## src/rtl/i2c_slave_rx_sequencer.sv

```systemverilog
// I2C slave receive sequencer: drives the bit/byte reader and ACK writer through
// address match, data reception with valid/ready handoff, and read handoff to TX.
//
// state     | meaning
// ----------+-----------------------------------------------------------
// IDLE      | listening for start, reader enabled in byte mode
// ADDR      | shifting in address byte
// ADDR_ACK  | writer drives ACK for matched address
// DATA      | shifting in a data byte
// DATA_ACK  | writer drives ACK (accepted) or NACK (overrun)
// HANDOFF   | transmit path owns the bus until tx_done
// WAIT_STOP | ignoring traffic until stop or repeated start
module i2c_slave_rx_sequencer #(
    parameter bit          GEN_CALL_EN = 1'b0,
    parameter logic [15:0] TIMEOUT_CYC = 16'd4095
) (
    input  logic       clk,
    input  logic       rst,
    input  logic [6:0] own_addr,
    output logic       rd_en,
    output logic       rd_is_byte,
    input  logic       rd_ld,
    input  logic       rd_data,
    input  logic       get_start,
    input  logic       get_stop,
    input  logic       rd_bus_err,
    input  logic       rd_finish,
    output logic       wr_en,
    output logic       wr_bit,
    input  logic       wr_finish,
    output logic [7:0] rx_data,
    output logic       rx_valid,
    input  logic       rx_ready,
    output logic       tx_req,
    input  logic       tx_done,
    output logic       addr_hit,
    output logic       busy,
    output logic       overrun,
    output logic       err
);

    typedef enum logic [2:0] {
        S_IDLE, S_ADDR, S_ADDR_ACK, S_DATA, S_DATA_ACK, S_HANDOFF, S_WAIT_STOP
    } state_t;

    state_t      r_state;
    logic        r_gap;
    logic        r_rd_en;
    logic        r_wr_en;
    logic        r_wr_bit;
    logic [7:0]  r_shift;
    logic [7:0]  r_rx_data;
    logic        r_rx_valid;
    logic        r_tx_req;
    logic        r_addr_hit;
    logic        r_overrun;
    logic        r_err;
    logic [15:0] r_tmo_cnt;

    state_t      w_state_nx;
    logic [7:0]  w_shift_nx;
    logic        w_addr_match;
    logic        w_tmo;
    logic        w_restart;
    logic        w_start;
    logic        w_err_nx;
    logic        w_tx_req_nx;
    logic        w_load;
    logic        w_ack;
    logic        w_nack;
    logic        w_hit_set;
    logic        w_trans;
    logic        w_in_ack;

    assign w_shift_nx   = (rd_ld && !r_gap && (r_state == S_ADDR || r_state == S_DATA))
                          ? {r_shift[6:0], rd_data} : r_shift;
    assign w_addr_match = (w_shift_nx[7:1] == own_addr) || (GEN_CALL_EN && (w_shift_nx == 8'h00));
    assign w_tmo        = (TIMEOUT_CYC != 16'd0) && (r_tmo_cnt == TIMEOUT_CYC);
    assign w_in_ack     = (r_state == S_ADDR_ACK) || (r_state == S_DATA_ACK);

    // Inputs are ignored during the gap cycle: reader/writer flags are still stale.
    always_comb begin
        w_state_nx  = r_state;
        w_restart   = 1'b0;
        w_start     = 1'b0;
        w_err_nx    = 1'b0;
        w_tx_req_nx = 1'b0;
        w_load      = 1'b0;
        w_ack       = 1'b0;
        w_nack      = 1'b0;
        w_hit_set   = 1'b0;
        if (!r_gap) begin
            case (r_state)
                S_IDLE: begin
                    if (get_start) begin
                        w_state_nx = S_ADDR;
                        w_start    = 1'b1;
                    end
                end
                S_ADDR, S_DATA: begin
                    if (rd_bus_err) begin
                        w_err_nx   = 1'b1;
                        w_state_nx = S_WAIT_STOP;
                    end else if (get_start) begin
                        w_state_nx = S_ADDR;
                        w_restart  = 1'b1;
                        w_start    = 1'b1;
                    end else if (get_stop) begin
                        w_state_nx = S_IDLE;
                    end else if (rd_finish) begin
                        if (r_state == S_ADDR) begin
                            if (w_addr_match) begin
                                w_state_nx = S_ADDR_ACK;
                                w_ack      = 1'b1;
                                w_hit_set  = 1'b1;
                            end else begin
                                w_state_nx = S_WAIT_STOP;
                            end
                        end else begin
                            w_state_nx = S_DATA_ACK;
                            if (!r_rx_valid) begin
                                w_load = 1'b1;
                                w_ack  = 1'b1;
                            end else begin
                                w_nack = 1'b1;
                            end
                        end
                    end
                end
                S_ADDR_ACK, S_DATA_ACK: begin
                    if (get_start) begin
                        w_err_nx   = 1'b1;
                        w_state_nx = S_ADDR;
                        w_start    = 1'b1;
                    end else if (w_tmo) begin
                        w_err_nx   = 1'b1;
                        w_state_nx = S_IDLE;
                    end else if (wr_finish) begin
                        if (r_state == S_ADDR_ACK) begin
                            if (r_shift[0]) begin
                                w_tx_req_nx = 1'b1;
                                w_state_nx  = S_HANDOFF;
                            end else begin
                                w_state_nx  = S_DATA;
                            end
                        end else begin
                            w_state_nx = r_wr_bit ? S_WAIT_STOP : S_DATA;
                        end
                    end
                end
                S_HANDOFF: begin
                    if (tx_done) w_state_nx = S_WAIT_STOP;
                end
                S_WAIT_STOP: begin
                    if (get_start) begin
                        w_state_nx = S_ADDR;
                        w_start    = 1'b1;
                    end else if (get_stop) begin
                        w_state_nx = S_IDLE;
                    end
                end
                default: w_state_nx = S_IDLE;
            endcase
        end
    end

    // A repeated start in ADDR counts as a transition so the reader restarts too.
    assign w_trans = (w_state_nx != r_state) || w_restart;

    always_ff @(posedge clk) begin
        if (rst) begin
            r_state    <= S_IDLE;
            r_gap      <= 1'b0;
            r_rd_en    <= 1'b1;
            r_wr_en    <= 1'b0;
            r_wr_bit   <= 1'b0;
            r_shift    <= 8'h00;
            r_rx_data  <= 8'h00;
            r_rx_valid <= 1'b0;
            r_tx_req   <= 1'b0;
            r_addr_hit <= 1'b0;
            r_overrun  <= 1'b0;
            r_err      <= 1'b0;
            r_tmo_cnt  <= 16'd0;
        end else begin
            r_state  <= w_state_nx;
            r_gap    <= w_trans;
            r_rd_en  <= !w_trans && (r_state == S_IDLE || r_state == S_ADDR ||
                                     r_state == S_DATA || r_state == S_WAIT_STOP);
            r_wr_en  <= !w_trans && w_in_ack;
            r_shift  <= w_start ? 8'h00 : w_shift_nx;
            r_tx_req <= w_tx_req_nx;
            r_err    <= w_err_nx;
            if (w_ack)       r_wr_bit <= 1'b0;
            else if (w_nack) r_wr_bit <= 1'b1;
            if (w_load) begin
                r_rx_data  <= w_shift_nx;
                r_rx_valid <= 1'b1;
            end else if (r_rx_valid && rx_ready) begin
                r_rx_valid <= 1'b0;
            end
            if (w_hit_set)
                r_addr_hit <= 1'b1;
            else if (w_trans && (w_state_nx == S_IDLE || w_state_nx == S_ADDR))
                r_addr_hit <= 1'b0;
            if (w_nack)       r_overrun <= 1'b1;
            else if (w_start) r_overrun <= 1'b0;
            if (w_trans)
                r_tmo_cnt <= 16'd0;
            else if (w_in_ack && r_tmo_cnt != 16'hFFFF)
                r_tmo_cnt <= r_tmo_cnt + 16'd1;
        end
    end

    assign rd_en      = r_rd_en;
    assign rd_is_byte = 1'b1;
    assign wr_en      = r_wr_en;
    assign wr_bit     = r_wr_bit;
    assign rx_data    = r_rx_data;
    assign rx_valid   = r_rx_valid;
    assign tx_req     = r_tx_req;
    assign addr_hit   = r_addr_hit;
    assign busy       = (r_state != S_IDLE);
    assign overrun    = r_overrun;
    assign err        = r_err;

endmodule

```

## config.mk

```make
export PLATFORM = sky130hd
export DESIGN_NAME = i2c_slave_rx_sequencer
export DESIGN_NICKNAME = d
export VERILOG_FILES = /design/src/rtl/i2c_slave_rx_sequencer.sv
export SDC_FILE = /design/constraint.sdc
export NUM_CORES = 1
export LEC_CHECK = 0
export ABC_AREA = 1
export BUFFER_PORTS_ARGS = -buffer_cell sky130_fd_sc_hd__buf_2
export CAP_MARGIN = 20
export CORE_MARGIN = 3
export CORE_UTILIZATION = 55
export DETAILED_ROUTE_END_ITERATION = 8
export GPL_TIMING_DRIVEN = 0
export PLACE_DENSITY_LB_ADDON = 0.3
export SLEW_MARGIN = 10
export SYNTH_ARGS = -nofsm -noshare
export SYNTH_HDL_FRONTEND = slang
export SYNTH_SLANG_ARGS = --single-unit
export TNS_END_PERCENT = 30
```

## constraint.sdc

```tcl
create_clock -name clk -period 3.5 [get_ports clk]
set_clock_uncertainty 0.15 [all_clocks]
set_input_delay 0.35 -clock clk [delete_from_list [all_inputs] [get_ports clk]]
set_output_delay 0.35 -clock clk [all_outputs]
set_load 0.01 [all_outputs]
```

# == Yosys cells after proc, flatten, opt, wreduce, memory -nomap -nowiden ==
# Cells that the tools add are included.
# W data, S select, Z words.
# op_classes
addsub,1
n_eq_ne,11
n_mux,67
bitwise_logic,3
reduce_logical,30
# ops
operator,n
$mux W3,17
$mux W1,46
$add A16 B1 Y16 const B,1
$eq A16 B12 Y1 const B,1
$ne A16 B16 Y1 const B,1
$pmux W3 S5,1
$reduce_or A2 Y1,6
$eq A3 B3 Y1 const B,3
$mux W8,1
$eq A7 B7 Y1,1
$logic_and A1 B1 Y1,7
$logic_or A1 B1 Y1,7
$reduce_or A7 Y1,1
$eq A3 B1 Y1 const B,2
$eq A3 B2 Y1 const B,2
$logic_not A3 Y1,2
$reduce_bool A2 Y1,3
$pmux W1 S2,2
$reduce_or A4 Y1,1
$ne A3 B3 Y1,1
$not A1 Y1,3
$reduce_bool A3 Y1,1
$logic_not A1 Y1,2
# totals
ff_bits,44
out_inout_bits,18
word_cells,125

# == Logic depth before layout (Yosys ltp) ==
# Gate-level depths: netlist of run 1.
# depth
depth_word,18
mapped_depth,21

# == Worst setup path after synthesis of run 1 ==
# Ideal clock, no wire load.
# synth_path
kind,reg2reg
from,register r_gap
to,register r_tmo_cnt[15]
arrival_time_ns,1.860
t_required_ns,3.235
setup_slack_ns,1.376
stages_incl_launch_ff,16
cell_sequence,dfxtp_1 -> buf_4 -> nor2_4 -> nand2_2 -> buf_6 -> o211ai_1 -> nand2_1 -> nor2_2 -> nand3_1 -> nand2_1 -> nand4_1 -> nand2_2 -> inv_4 -> nand2_4 -> buf_12 -> nor2_2
# synth_between
elab_chain_cells,16
word_cells_on_any_way,17
cone_classes,eq/ne (2); mux (10); reduce/logical (5)
# synth_lines
item,line_no,source
"start, declared",47,logic r_gap;
"start signal, assigned",187,r_gap <= w_trans;
$logic_not A1 Y1,n/a,
$logic_and A1 B1 Y1 (2 in a row),75,assign w_shift_nx = (rd_ld && !r_gap && (r_state == S_ADDR || r_state == S_DATA))
$mux W8,76,"? {r_shift[6:0], rd_data} : r_shift;"
$eq A7 B7 Y1,77,assign w_addr_match = (w_shift_nx[7:1] == own_addr) || (GEN_CALL_EN && (w_shift_nx == 8'h00));
$mux W3,112,if (w_addr_match) begin
$mux W3,111,if (r_state == S_ADDR) begin
$mux W3,110,end else if (rd_finish) begin
$mux W3,108,end else if (get_stop) begin
$mux W3,104,end else if (get_start) begin
$mux W3,101,if (rd_bus_err) begin
$pmux W3 S5,93,case (r_state)
$mux W3,92,if (!r_gap) begin
$ne A3 B3 Y1,168,assign w_trans = (w_state_nx != r_state) || w_restart;
$logic_or A1 B1 Y1 (*),168,
$reduce_or A2 Y1 (no line) (*),n/a,
"end signal, assigned",211,r_tmo_cnt <= r_tmo_cnt + 16'd1;
"end, declared",58,logic [15:0] r_tmo_cnt;
# Every way passes the cells marked *; elsewhere a longest branch is shown, timed or not.
# A chain may end at the register's enable or synchronous reset.

# == Final worst setup path of run 1 ==
# layout_path
from,register r_state[1]
to,"register r_wr_bit, in the netlist wr_bit"
# layout_between
elab_chain_cells,14
word_cells_on_any_way,23
cone_classes,eq/ne (3); mux (16); reduce/logical (4)
# layout_lines
item,line_no,source
"start, declared",46,state_t r_state;
"start signal, assigned",186,r_state <= w_state_nx;
$eq A3 B1 Y1 or $eq A3 B2 Y1 (tied branches),"75, 93, 111",
$logic_or A1 B1 Y1,75,
$logic_and A1 B1 Y1,75,
$mux W8,76,
$eq A7 B7 Y1,77,
$mux W1,112,
$mux W1,111,
$mux W1,110,
$mux W1,108,
$mux W1,104,
$mux W1,101,
$mux W1,93,
$mux W1,92,
$reduce_or A2 Y1 (no line),n/a,
"end signal, assigned",176,r_wr_bit <= 1'b0;
"end signal, assigned",194,if (w_ack) r_wr_bit <= 1'b0;
"end signal, assigned",195,else if (w_nack) r_wr_bit <= 1'b1;
"end, declared",50,logic r_wr_bit;
# Several ways; a longest one is shown, not always the timed one.

==> impl_results.md, run 1 <==
* DP Area at 2743 um2
* WL/cell at between 10 and 15 um
* TritonRoute pass-1 iters at 5
* FP Rows at 23
* Dpl ws at roughly 1000 ps
* M1 WL at approximately 2.4 mm
* Fmax achieved at 0.4037 GHz
* Layout Cells excl Fill at between 400 and 500
* Synth async-reset ratio at 0%
* PostCTS Resize Cnt at 0
* CP arrival at between 2000 and 3000 ps
* Compound-Gate Fraction of Synth Area at 10.87%
* Final worst slack at 1023 ps
* Residual DRC at 0
* Leakage at between 1 and 1.5 nW
* Number of max-cap violations at 0
* Reg2reg end: wr_bit
* Ant. Diodes at 0
* H-tree lvl count at 2
* Detailed Place HPWL at 3.964 mm
* Initial Util at between 50% and 60%
* Slew @ Worst Pin at between 500 and 600 ps
* WL met3 at between 300 and 400 um
* Total Wirelength at between 5 and 6 mm
* P&R area growth vs syn at 12.51%
* Pin count of the biggest net entering global routing at 14
* Setup violators final at 0
* Vias per cell at 5.299
* Clk slew on worst S/H paths at about 80 ps
* Startpoint Class: flip-flop
* Die Ht at 73.56 um
* Hold Crit Start: rd_bus_err
* Design area at approximately 2800 um2
* Final ANT Viol Nets at 0
* Synth Area in Simple Gates at between 30% and 40%
* Hold_buf cts at 0
* First-pass GRT wire length at between 8 and 9 mm
* Synth area leader: dfxtp_1
* Final period util at between 70% and 80%
* Peak VDD IR at about 0.27 mV
* Fraction of the mapped netlist area in adder cells at less than 1%
* CTS tree: built
* Status: finished clean
* Minimum clock period at around 2500 ps
* Worst Setup End Kind: flip-flop
* Clk root buf: clkbuf_8
* Top Metal Used: met4
* Clock sinks at 44
* Crit path kind: flip-flop to flip-flop
* Critical Path Max Stage Delay at approximately 440 ps
* Worst path top cell family by delay: simple AND/OR/NAND/NOR gates
* Ports at 36
* Routability cong. at 0.9301
* Required time worst endpoint at 3550 ps
* Post-CTS Setup Repair Bufs at 0
* Mean post-synth cell area at 7.151 um2
* Clock buffer count from CTS at 5
* Yosys cell types at 40
* Maximum clock insertion buffer count at 2
* Worst min path class: input port to flip-flop
* All-Layer GR Usage at between 20% and 30%
* RSZ-0062 raised after global routing: false
* Sequential area share after synthesis at between 30% and 40%
* Grt ovf at 0
* RR Startpoint: r_state[1]
* PwrDens at about 500 nW/um2
* Die Area at 5410 um2
* Post-synthesis mux area share at 0%
* Fin. Hold Viols at 0
* Hold Path End: err
* Yosys top cell area share at between 30% and 40%
* XOR/XNOR Fraction of Synth Area at between 3 and 4%
* Die W at roughly 74 um
* Iter 0 DRT Violations at between 100 and 150
* Synthesis Warnings at 0
* Rel. slew slack at 62.67%
* CP cell instances: buf_6, inv_4, nand3_4, nand2_2, buf_6, nand2_2, nor3_1, nand2_1, nor3_2, buf_2, nor2_1, nand3_1, inv_1
* Commonest non-fill, non-tap cell in the layout: nand2_1
* Initial antenna violation count at 0
* Synthesized area at roughly 2500 um2
* Hold depth at 3
* Cells after Synth at about 350
* Placed cells at 435
* Routed vias at around 2300
* DR WL met2 at 2.441 mm
* Main synth FF type: dfxtp_1
* Yosys reg bits at 44
* CORE AREA at around 4200 um2
* Number of flops mapped to enable cells by yosys at 0
* Share of post-route cells with drive strength above 1 at 23.98%
* Most frequent cells in the layout: nand2_1 (75), inv_1 (44), dfxtp_1 (44), buf_2 (35)
* Vias in the first global route at approximately 2000
* Worst Path Buf+Inv at 5
* Syn Nets at between 300 and 400
* Final net count at around 400
* Worst-skew pair later-pin latency at about 290 ps
* Total power at about 1.4 mW
* Buffers on Ports at 34
* Slowest-stage cell, CP: nor3_2
* Combinational family with the most area after synthesis: simple AND/OR/NAND/NOR gates
* Final Max Tran Viols at 0
* Top cells by area, synth: dfxtp_1 (35%), nand2_1 (11%), inv_1 (6.6%)
* Crit Path Max Fanout at 10
* Path depth of the worst reg2reg path at 13
* Setup total negative slack at 0 ps
* Flop2flop setup slack at 1020 ps
[through the flow]
step                util (%)  hold WS, ps
floorplan                  -        306.0
global route           67.21        202.0
detailed placement     65.28        310.6
CTS                    67.21        188.9
finish                 67.21        195.6
global placement       65.28        305.4
[how the worst max path moves through the flow]
stage / slack [ps] / cells after the start / end / startpoint
floorplan: 1380 / 15 / r_tmo_cnt[15] / r_gap
global placement: 1050 / 13 / wr_bit / r_state[1]
detailed placement: 1000 / 13 / wr_bit / r_state[1]
CTS: 1000 / 13 / wr_bit / r_state[1]
global route: 750 / 19 / r_tmo_cnt[0] / r_state[1]
finish: 1020 / 13 / wr_bit / r_state[1]
[synthesized netlist by cell type, types with 2 or more instances]
cell type / number
nand3_2: 3
nor3_2: 3
nand4_1: 6
buf_4: 2
inv_1: 44
nand3b_1: 5
nand2_2: 7
xor2_1: 6
a21oi_1: 18
o211ai_1: 2
inv_4: 3
clkbuf_1: 2
inv_2: 2
nand3_1: 29
nor4_1: 3
o22ai_1: 2
or2_2: 2
nor2_4: 2
xnor2_1: 3
nand2_1: 75
nor3_1: 5
o21ai_0: 19
nor2_2: 14
nor2_1: 29
nand2_4: 3
dfxtp_1: 44
buf_6: 5
[routing by layer]
| layer | GRT usage, % | vias up |
|---|---|---|
| met5 | 0 | - |
| met4 | 7.243 | 0 |
| met3 | 3.830 | 7 |
| met2 | 34.45 | 86 |
| met1 | 27.91 | 1037 |
| li1 | - | 1212 |
[cell type report]
class / count / area (um2)
fill: 376 / 1378
multi-input combinational: 247 / 1334
sequential: 44 / 880.8
inverter: 49 / 191.4
timing repair buffer: 34 / 170.2
buffer: 11 / 103.9
clock buffer: 5 / 68.82
tap: 50 / 62.56
clock inverter: 2 / 12.51
[power by group]
group,internal (mW),switching [mW],leakage (nW)
logic,0.198,0.371,0.879
clock network,0.135,0.168,0.0400
registers,0.530,0.0149,0.355
[kinds of logic after synthesis]
kind of cell             count (synthesis)
adder cells (fa/ha/maj)                  1
buffers and inverters                   60
AND/OR/NAND/NOR                        189
XOR/XNOR                                 9
other                                    1
AO/OA/AOI/OAI                           47
flip-flops                              44
[worst min-delay path, cell delays in order]
cell and delay, ps:
buf_2 120, nand2_4 70, a211oi_1 60
[state kept, by name, summed over array words and instances, names as in the netlist, 3 cells and up]
register,flops
r_shift,8
r_tmo_cnt,16
rx_data,8
r_state,3
Note: power is estimated with default switching activity, not from simulation.
==> run 2: changes to the inputs <==
==> constraint.sdc (replaced) <==
create_clock -name clk -period 2.5 [get_ports clk]
set_clock_uncertainty 0.15 [all_clocks]
set_input_delay 0.25 -clock clk [delete_from_list [all_inputs] [get_ports clk]]
set_output_delay 0.25 -clock clk [all_outputs]
set_load 0.01 [all_outputs]
==> run 2 against run 1 <==
- maximum frequency rose by 4.4%
- worst hold slack lost 100 ps
- utilization up 5.7 points
- clock power grew 42%
- final cell count is 4.3% higher
- combinational power up 85%
- clock-buffer cell count stayed put
- cell area rose by 8.5%
- first-iteration DRC count up 8.1%
- register-to-register slack worse by 890 ps
==> impl_results.md, run 2 (same netlist as run 1, synthesis figures left out) <==
* DP Area at 2743 um2 (unchanged)
* Worst-skew pair later-pin latency at 300 ps (was 290 ps)
* Grt ovf at 0 (unchanged)
* Vias in the first global route at 2040 (was 2041)
* Residual DRC at 0 (unchanged)
* Critical Path Max Stage Delay at 310 ps (was 440 ps)
* Clock power share at 19.2% (was 21.4%)
* Max reg flops at 16 (unchanged)
* Worst min path class: input port to flip-flop (unchanged)
* All-Layer GR Usage at 21.11% (unchanged)
* Final ANT Viol Nets at 0 (unchanged)
* Fin. Hold Viols at 0 (unchanged)
* Share of post-route cells with drive strength above 1 at 28.22% (was 23.98%)
* TritonRoute pass-1 iters at 5 (unchanged)
* Sw frac at 38.45% (was 39.05%)
* Setup violators final at 0 (unchanged)
* Pin count of the biggest net entering global routing at 14 (unchanged)
* CORE AREA at 4202 um2 (unchanged)
* Ant. Diodes at 0 (unchanged)
* Slowest-stage cell, CP: dfxtp_1 (was nor3_2)
* Final period util at 94.88% (was 70.77%)
* P&R area growth vs syn at 22.03% (was 12.51%)
* Gate power share at 46.7% (was 40.1%)
* Flop pwr share at 34.2% (was 38.5%)
* Switching Power at 0.8621 mW (was 0.5531 mW)
* Commonest non-fill, non-tap cell in the layout: nand2_1 (unchanged)
* Rel. slew slack at 67.24% (was 62.67%)
* Clk root buf: clkbuf_8 (unchanged)
* Routability cong. at 0.9301 (unchanged)
* CP arrival at 2410 ps (was 2530 ps)
* Final net count at 430 (was 411)
* Leakage at 1.390 nW (was 1.274 nW)
* Total Wirelength at 5.840 mm (was 5.245 mm)
* Vias per cell at 5.427 (was 5.299)
* PwrDens at 732.0 nW/um2 (was 501.6 nW/um2)
* Detailed Place HPWL at 3.964 mm (unchanged)
* Die Area at 5410 um2 (unchanged)
* Initial antenna violation count at 0 (unchanged)
* Number of max-cap violations at 0 (unchanged)
* Most frequent cell on the critical path: nand2_1
* Required time worst endpoint at 2540 ps (was 3550 ps)
* Peak VDD IR at 0.3874 mV (was 0.2658 mV)
* Most frequent cells in the layout: nand2_1 (74), inv_1 (44), dfxtp_1 (44), buf_2 (36), nor2_1 (29) (was nand2_1 (75), inv_1 (44), dfxtp_1 (44), buf_2 (35))
* Crit Path Max Fanout at 7 (was 10)
* Die W at 73.56 um (unchanged)
* Maximum clock insertion buffer count at 2 (unchanged)
* Crit path kind: flip-flop to flip-flop (unchanged)
* Routed vias at 2502 (was 2342)
* Internal Power at 1.380 mW (was 0.8634 mW)
* CTS tree: built (unchanged)
* Clock buffer count from CTS at 5 (unchanged)
* Status: finished clean (unchanged)
* Worst Setup End Kind: flip-flop (unchanged)
* CP cell instances: buf_6, inv_6, nand3_4, nand2_4, nand2_4, buf_2, nand2_1, nand3b_1, nand2_1, nand2_1, nor2_4, nand3_2, nand2_2, nand4_1, nand2_2, inv_4, nand2_8, clkbuf_16, nor2_2 (was buf_6, inv_4, nand3_4, nand2_2, buf_6, nand2_2, nor3_1, nand2_1, nor3_2, buf_2, nor2_1, nand3_1, inv_1)
* Slew @ Worst Pin at 486.9 ps (was 557.0 ps)
* Design area at 3063 um2 (was 2824 um2)
* Clk slew on worst S/H paths at 80 ps (about the same)
* Final Max Tran Viols at 0 (unchanged)
* First-pass GRT wire length at 8.935 mm (unchanged)
* Largest Register: r_tmo_cnt (unchanged)
* H-tree lvl count at 2 (unchanged)
* Buffers on Ports at 34 (unchanged)
* FP Rows at 23 (unchanged)
* Initial Util at 59.74% (unchanged)
* Worst Path Buf+Inv at 5 (unchanged)
* Startpoint Class: flip-flop (unchanged)
* WL/cell at 12.67 um (was 11.87 um)
* Clock sinks at 44 (unchanged)
* Total power at 2.242 mW (was 1.416 mW)
* Minimum clock period at 2372 ps (was 2477 ps)
* Fmax achieved at 0.4216 GHz (was 0.4037 GHz)
* Iter 0 DRT Violations at 161 (was 149)
* Worst path top cell family by delay: simple AND/OR/NAND/NOR gates (unchanged)
* Ports at 36 (unchanged)
* Die Ht at 73.56 um (unchanged)
run 2: cell count changes in the layout (fill, tap and decap cells not counted), sizes merged:
cell / previous run / this run
clkbuf: 7 / 9
buf: 43 / 60
run 2: power by group through the flow:
| stage | sequential [mW] | combinational, mW | clock [mW] |
|---|---|---|---|
| CTS | 0.764 | 0.797 | 0.445 |
| floorplan | 0.787 | 0.616 | 0 |
| detailed placement | 0.780 | 0.791 | 0 |
| global route | 0.770 | 1.13 | 0.467 |
| finish | 0.766 | 1.05 | 0.429 |
| global placement | 0.779 | 0.789 | 0 |
run 2: worst reg2reg max path, cell delays in order, from the launching register on:
cell       delay (ps)
dfxtp_1           310
buf_6             130
inv_6              80
nand3_4            90
nand2_4           120
nand2_4            70
buf_2             150
nand2_1            80
nand3b_1           90
nand2_1            60
nand2_1            80
nor2_4            140
nand3_2            90
nand2_2            80
nand4_1            90
nand2_2           110
inv_4              60
nand2_8            90
clkbuf_16         160
nor2_2             30
run 2: final timing paths:
kind | startpoint | end | slack, ps | cells after the start
setup / recovery | r_state[2] | r_tmo_cnt[13] | 130 | 19
hold / removal | rd_bus_err | err | 90 | 3
setup reg to reg | r_state[2] | r_tmo_cnt[13] | 130 | 19
hold reg to reg | addr_hit | addr_hit | 320 | 2
run 2: timing repair:
item / in CTS / in global routing
setup buffers: 0 / 16
cloned: 0 / 3
pin swaps: 0 / 6
gates resized for setup: 1 / 13
hold buffers: 0 / 0
setup endpoints to repair: 1 / 20
run 2: per-layer routing:
metal	GRT usage, %	vias up	share of wire [%]
met5	0	-	0
met4	7.243	0	1.2
met3	3.830	10	6.5
met2	34.45	98	47
met1	27.91	1140	45
li1	-	1254	-
run 2: cell type report:
type / count / area [um2]
plain buffers: 11 / 107.6
clock buffers: 5 / 68.82
clock inverters: 2 / 12.51
fillers: 319 / 1139
inverters: 49 / 198.9
multi-input cells: 247 / 1386
flip-flops and latches: 44 / 880.8
well taps: 50 / 62.56
repair buffers: 53 / 345.3
run 2: stage by stage:
stage          utilization [%]  hold WS, ps  setup slack, ps  setup TNS [ps]  instances
5_1_grt                  72.90        98.57           -67.16          -386.4        461
6_report                 72.90        90.62            128.1               0        461
3_3_place_gp             65.28        305.4            53.02               0        435
3_5_place_dp             65.28        310.6            3.471               0        435
2_1_floorplan                -        248.7            375.8               0        351
4_1_cts                  67.36        88.90            52.60               0        442
==> run 3: changes to the inputs <==
--- a/config.mk
+++ b/config.mk
@@ -12,7 +12,7 @@
 export CORE_UTILIZATION = 55
 export DETAILED_ROUTE_END_ITERATION = 8
 export GPL_TIMING_DRIVEN = 0
-export PLACE_DENSITY_LB_ADDON = 0.3
+export PLACE_DENSITY_LB_ADDON = 0.08
 export SLEW_MARGIN = 10
 export SYNTH_ARGS = -nofsm -noshare
 export SYNTH_HDL_FRONTEND = slang
==> run 3 against run 2 <==
- first-iteration DRC count decreased by 6.2%
- sequential cell count is the same
- critical path depth shrank 2
- largest power group unchanged
- combinational power hardly changed
- largest cell class unchanged
- wire length increased by 1.5%
- setup slack got worse by 8.7 ps
- utilization up 1.1 points
- non-clock buffer count fell by 1
- critical path type unchanged
- register-to-register slack hardly changed
- via count decreased by 3.2%
==> impl_results.md, run 3 (same netlist as run 1, synthesis figures left out) <==
* Ports at 36 (unchanged)
* All-Layer GR Usage at 22.16% (was 21.11%)
* Initial antenna violation count at 0 (unchanged)
* Worst Setup End Kind: flip-flop (unchanged)
* PwrDens at 740.9 nW/um2 (was 732.0 nW/um2)
* Clock buffer count from CTS at 5 (unchanged)
* Max reg flops at 16 (unchanged)
* Number of max-cap violations at 0 (unchanged)
* Setup violators final at 0 (unchanged)
* RR Startpoint: r_state[2] (unchanged)
* Detailed Place HPWL at 4.112 mm (was 3.964 mm)
* Commonest non-fill, non-tap cell in the layout: nand2_1 (unchanged)
* Clk root buf: clkbuf_8 (unchanged)
* Die Ht at 73.56 um (unchanged)
* Die W at 73.56 um (unchanged)
* Final ANT Viol Nets at 0 (unchanged)
* Iter 0 DRT Violations at 151 (was 161)
* Routed vias at 2421 (was 2502)
* Most frequent cells in the layout: nand2_1 (69), inv_1 (44), dfxtp_1 (41), buf_2 (35), nor2_1 (28) (was nand2_1 (74), inv_1 (44), dfxtp_1 (44), buf_2 (36), nor2_1 (29))
* Clk slew on worst S/H paths at 90 ps (was 80 ps)
* CP cell instances: buf_6, inv_4, nand3_4, nand2_4, clkbuf_16, nand2_4, o221ai_1, nor2_1, nand2_1, nand3_1, nand3_1, nor3_2, nand2_2, inv_4, nand2_8, buf_4, a21oi_1 (was buf_6, inv_6, nand3_4, nand2_4, nand2_4, buf_2, nand2_1, nand3b_1, nand2_1, nand2_1, nor2_4, nand3_2, nand2_2, nand4_1, nand2_2, inv_4, nand2_8, clkbuf_16, nor2_2)
* Fin. Hold Viols at 0 (unchanged)
* H-tree lvl count at 2 (unchanged)
* WL/cell at 12.86 um (was 12.67 um)
* FP Rows at 23 (unchanged)
* Peak VDD IR at 0.4110 mV (was 0.3874 mV)
* Minimum clock period at 2381 ps (was 2372 ps)
* Residual DRC at 0 (unchanged)
* Fin Hold WS at 83.34 ps (was 90.62 ps)
* Design area at 3110 um2 (was 3063 um2)
* Routability cong. at 0.9200 (was 0.9301)
* Sw frac at 38.24% (was 38.45%)
* Vias in the first global route at 2149 (was 2040)
* Largest Register: r_tmo_cnt (unchanged)
* Worst min path class: input port to flip-flop (unchanged)
* Final period util at 95.22% (was 94.88%)
* P&R area growth vs syn at 23.93% (was 22.03%)
* CTS tree: built (unchanged)
* Status: finished clean (unchanged)
* Final net count at 429 (was 430)
* Ant. Diodes at 0 (unchanged)
* Vias per cell at 5.252 (was 5.427)
* Maximum clock insertion buffer count at 2 (unchanged)
* Critical Path Max Stage Delay at 330 ps (was 310 ps)
* First-pass GRT wire length at 9.397 mm (was 8.935 mm)
* Slowest-stage cell, CP: dfxtp_2 (was dfxtp_1)
* Switching Power at 0.8812 mW (was 0.8621 mW)
* Internal Power at 1.423 mW (was 1.380 mW)
* Total Wirelength at 5.929 mm (was 5.840 mm)
* CP arrival at 2450 ps (was 2410 ps)
* Share of post-route cells with drive strength above 1 at 30.90% (was 28.22%)
* Final core occ at 74.03% (was 72.90%)
* Buffers on Ports at 34 (unchanged)
* Fmax achieved at 0.4201 GHz (was 0.4216 GHz)
* Worst-skew pair later-pin latency at 300 ps (about the same)
* Initial Util at 59.74% (unchanged)
* Pin count of the biggest net entering global routing at 14 (unchanged)
* Gate power share at 46.0% (was 46.7%)
* TritonRoute pass-1 iters at 4 (was 5)
* Die Area at 5410 um2 (unchanged)
* Leakage at 1.400 nW (was 1.390 nW)
* Hold depth at 3 (unchanged)
* Hold Crit Start: wr_finish (was rd_bus_err)
* Required time worst endpoint at 2570 ps (was 2540 ps)
* Crit path kind: flip-flop to flip-flop (unchanged)
* Clock power share at 20.7% (was 19.2%)
* Hold Path End: tx_req (was err)
* Path depth of the worst reg2reg path at 17 (was 19)
* Flop2flop setup slack at 120 ps (was 130 ps)
* Reg2reg end: r_tmo_cnt[7] (was r_tmo_cnt[13])
* CORE AREA at 4202 um2 (unchanged)
* DP Area at 2743 um2 (unchanged)
* Final Max Tran Viols at 0 (unchanged)
* Clock sinks at 44 (unchanged)
* Grt ovf at 0 (unchanged)
* Crit Path Max Fanout at 6 (was 7)
* Flop pwr share at 33.3% (was 34.2%)
* Startpoint Class: flip-flop (unchanged)
==> run 3: changes by cell type in the layout (fill, tap and decap cells not counted), moves of 3 or more <==
cell	delta
dfxtp_1	-3
dfxtp_2	+3
nand2_1	-5
nand2_2	+5
nand3_1	-3
nand3_2	+3
==> run 3: metrics by stage <==
step / std cells / setup WS (ps) / TNS (ps) / power (mW)
after detailed placement: 435 / 62.51 / 0 / 1.574
after global placement: 435 / 63.09 / 0 / 1.569
after floorplan: 351 / 375.8 / 0 / 1.403
final: 461 / 119.4 / 0 / 2.304
after global routing: 461 / -35.62 / -78.65 / 2.441
after CTS: 443 / 15.10 / 0 / 2.038
==> run 3: per-layer routing <==
| layer | wire (um) | up-vias | GRT usage, % |
|---|---|---|---|
| li1 | - | 1254 | - |
| met1 | 2668 | 1095 | 29.26 |
| met2 | 2789 | 60 | 35.33 |
| met3 | 384 | 12 | 6.430 |
| met4 | 87 | 0 | 5.835 |
| met5 | 0 | - | 0 |
==> run 3: worst max-delay path by stage <==
| stage | start | endpoint | slack [ps] | cells after the start |
|---|---|---|---|---|
| 5_1_grt | r_state[0] | r_tmo_cnt[15] | -40 | 13 |
| 6_report | r_state[2] | r_tmo_cnt[7] | 120 | 17 |
| 2_1_floorplan | r_gap | r_tmo_cnt[15] | 380 | 15 |
| 3_3_place_gp | r_gap | r_tmo_cnt[15] | 60 | 16 |
| 4_1_cts | r_gap | r_tmo_cnt[15] | 20 | 16 |
| 3_5_place_dp | r_gap | r_tmo_cnt[15] | 60 | 16 |
==> run 3: worst max-delay path: cells and delay by family, from the launching register on <==
family | cells | cell delay, ps
and+or+nand+nor | 10 | 1000
buffers and inverters | 5 | 590
DFF | 1 | 330
AOI/OAI and AO/OA | 2 | 230
==> run 3: cell type report <==
class                           count  area, um2
Buffer                             11      107.6
Sequential cell                    44      884.6
Multi-Input combinational cell    247       1425
Tap cell                           50      62.56
Clock inverter                      1      7.507
Clock buffer                        7      86.33
Inverter                           49      196.4
Timing Repair Buffer               52      340.3
Fill cell                         349       1091
==> run 3: power by group through the flow <==
stage / registers (mW) / clock network [mW] / logic [mW]
after floorplan: 0.787 / 0 / 0.616
after global placement: 0.780 / 0 / 0.789
after detailed placement: 0.781 / 0 / 0.793
after CTS: 0.765 / 0.477 / 0.796
after global routing: 0.773 / 0.515 / 1.15
final: 0.768 / 0.476 / 1.06
==> run 3: repair_timing <==
action,4_1_cts,5_1_grt
resized for setup,0,28
hold buffers,0,0
setup buffers,0,15
setup endpoints to repair,0,28
endpoints found under the hold margin,0,0
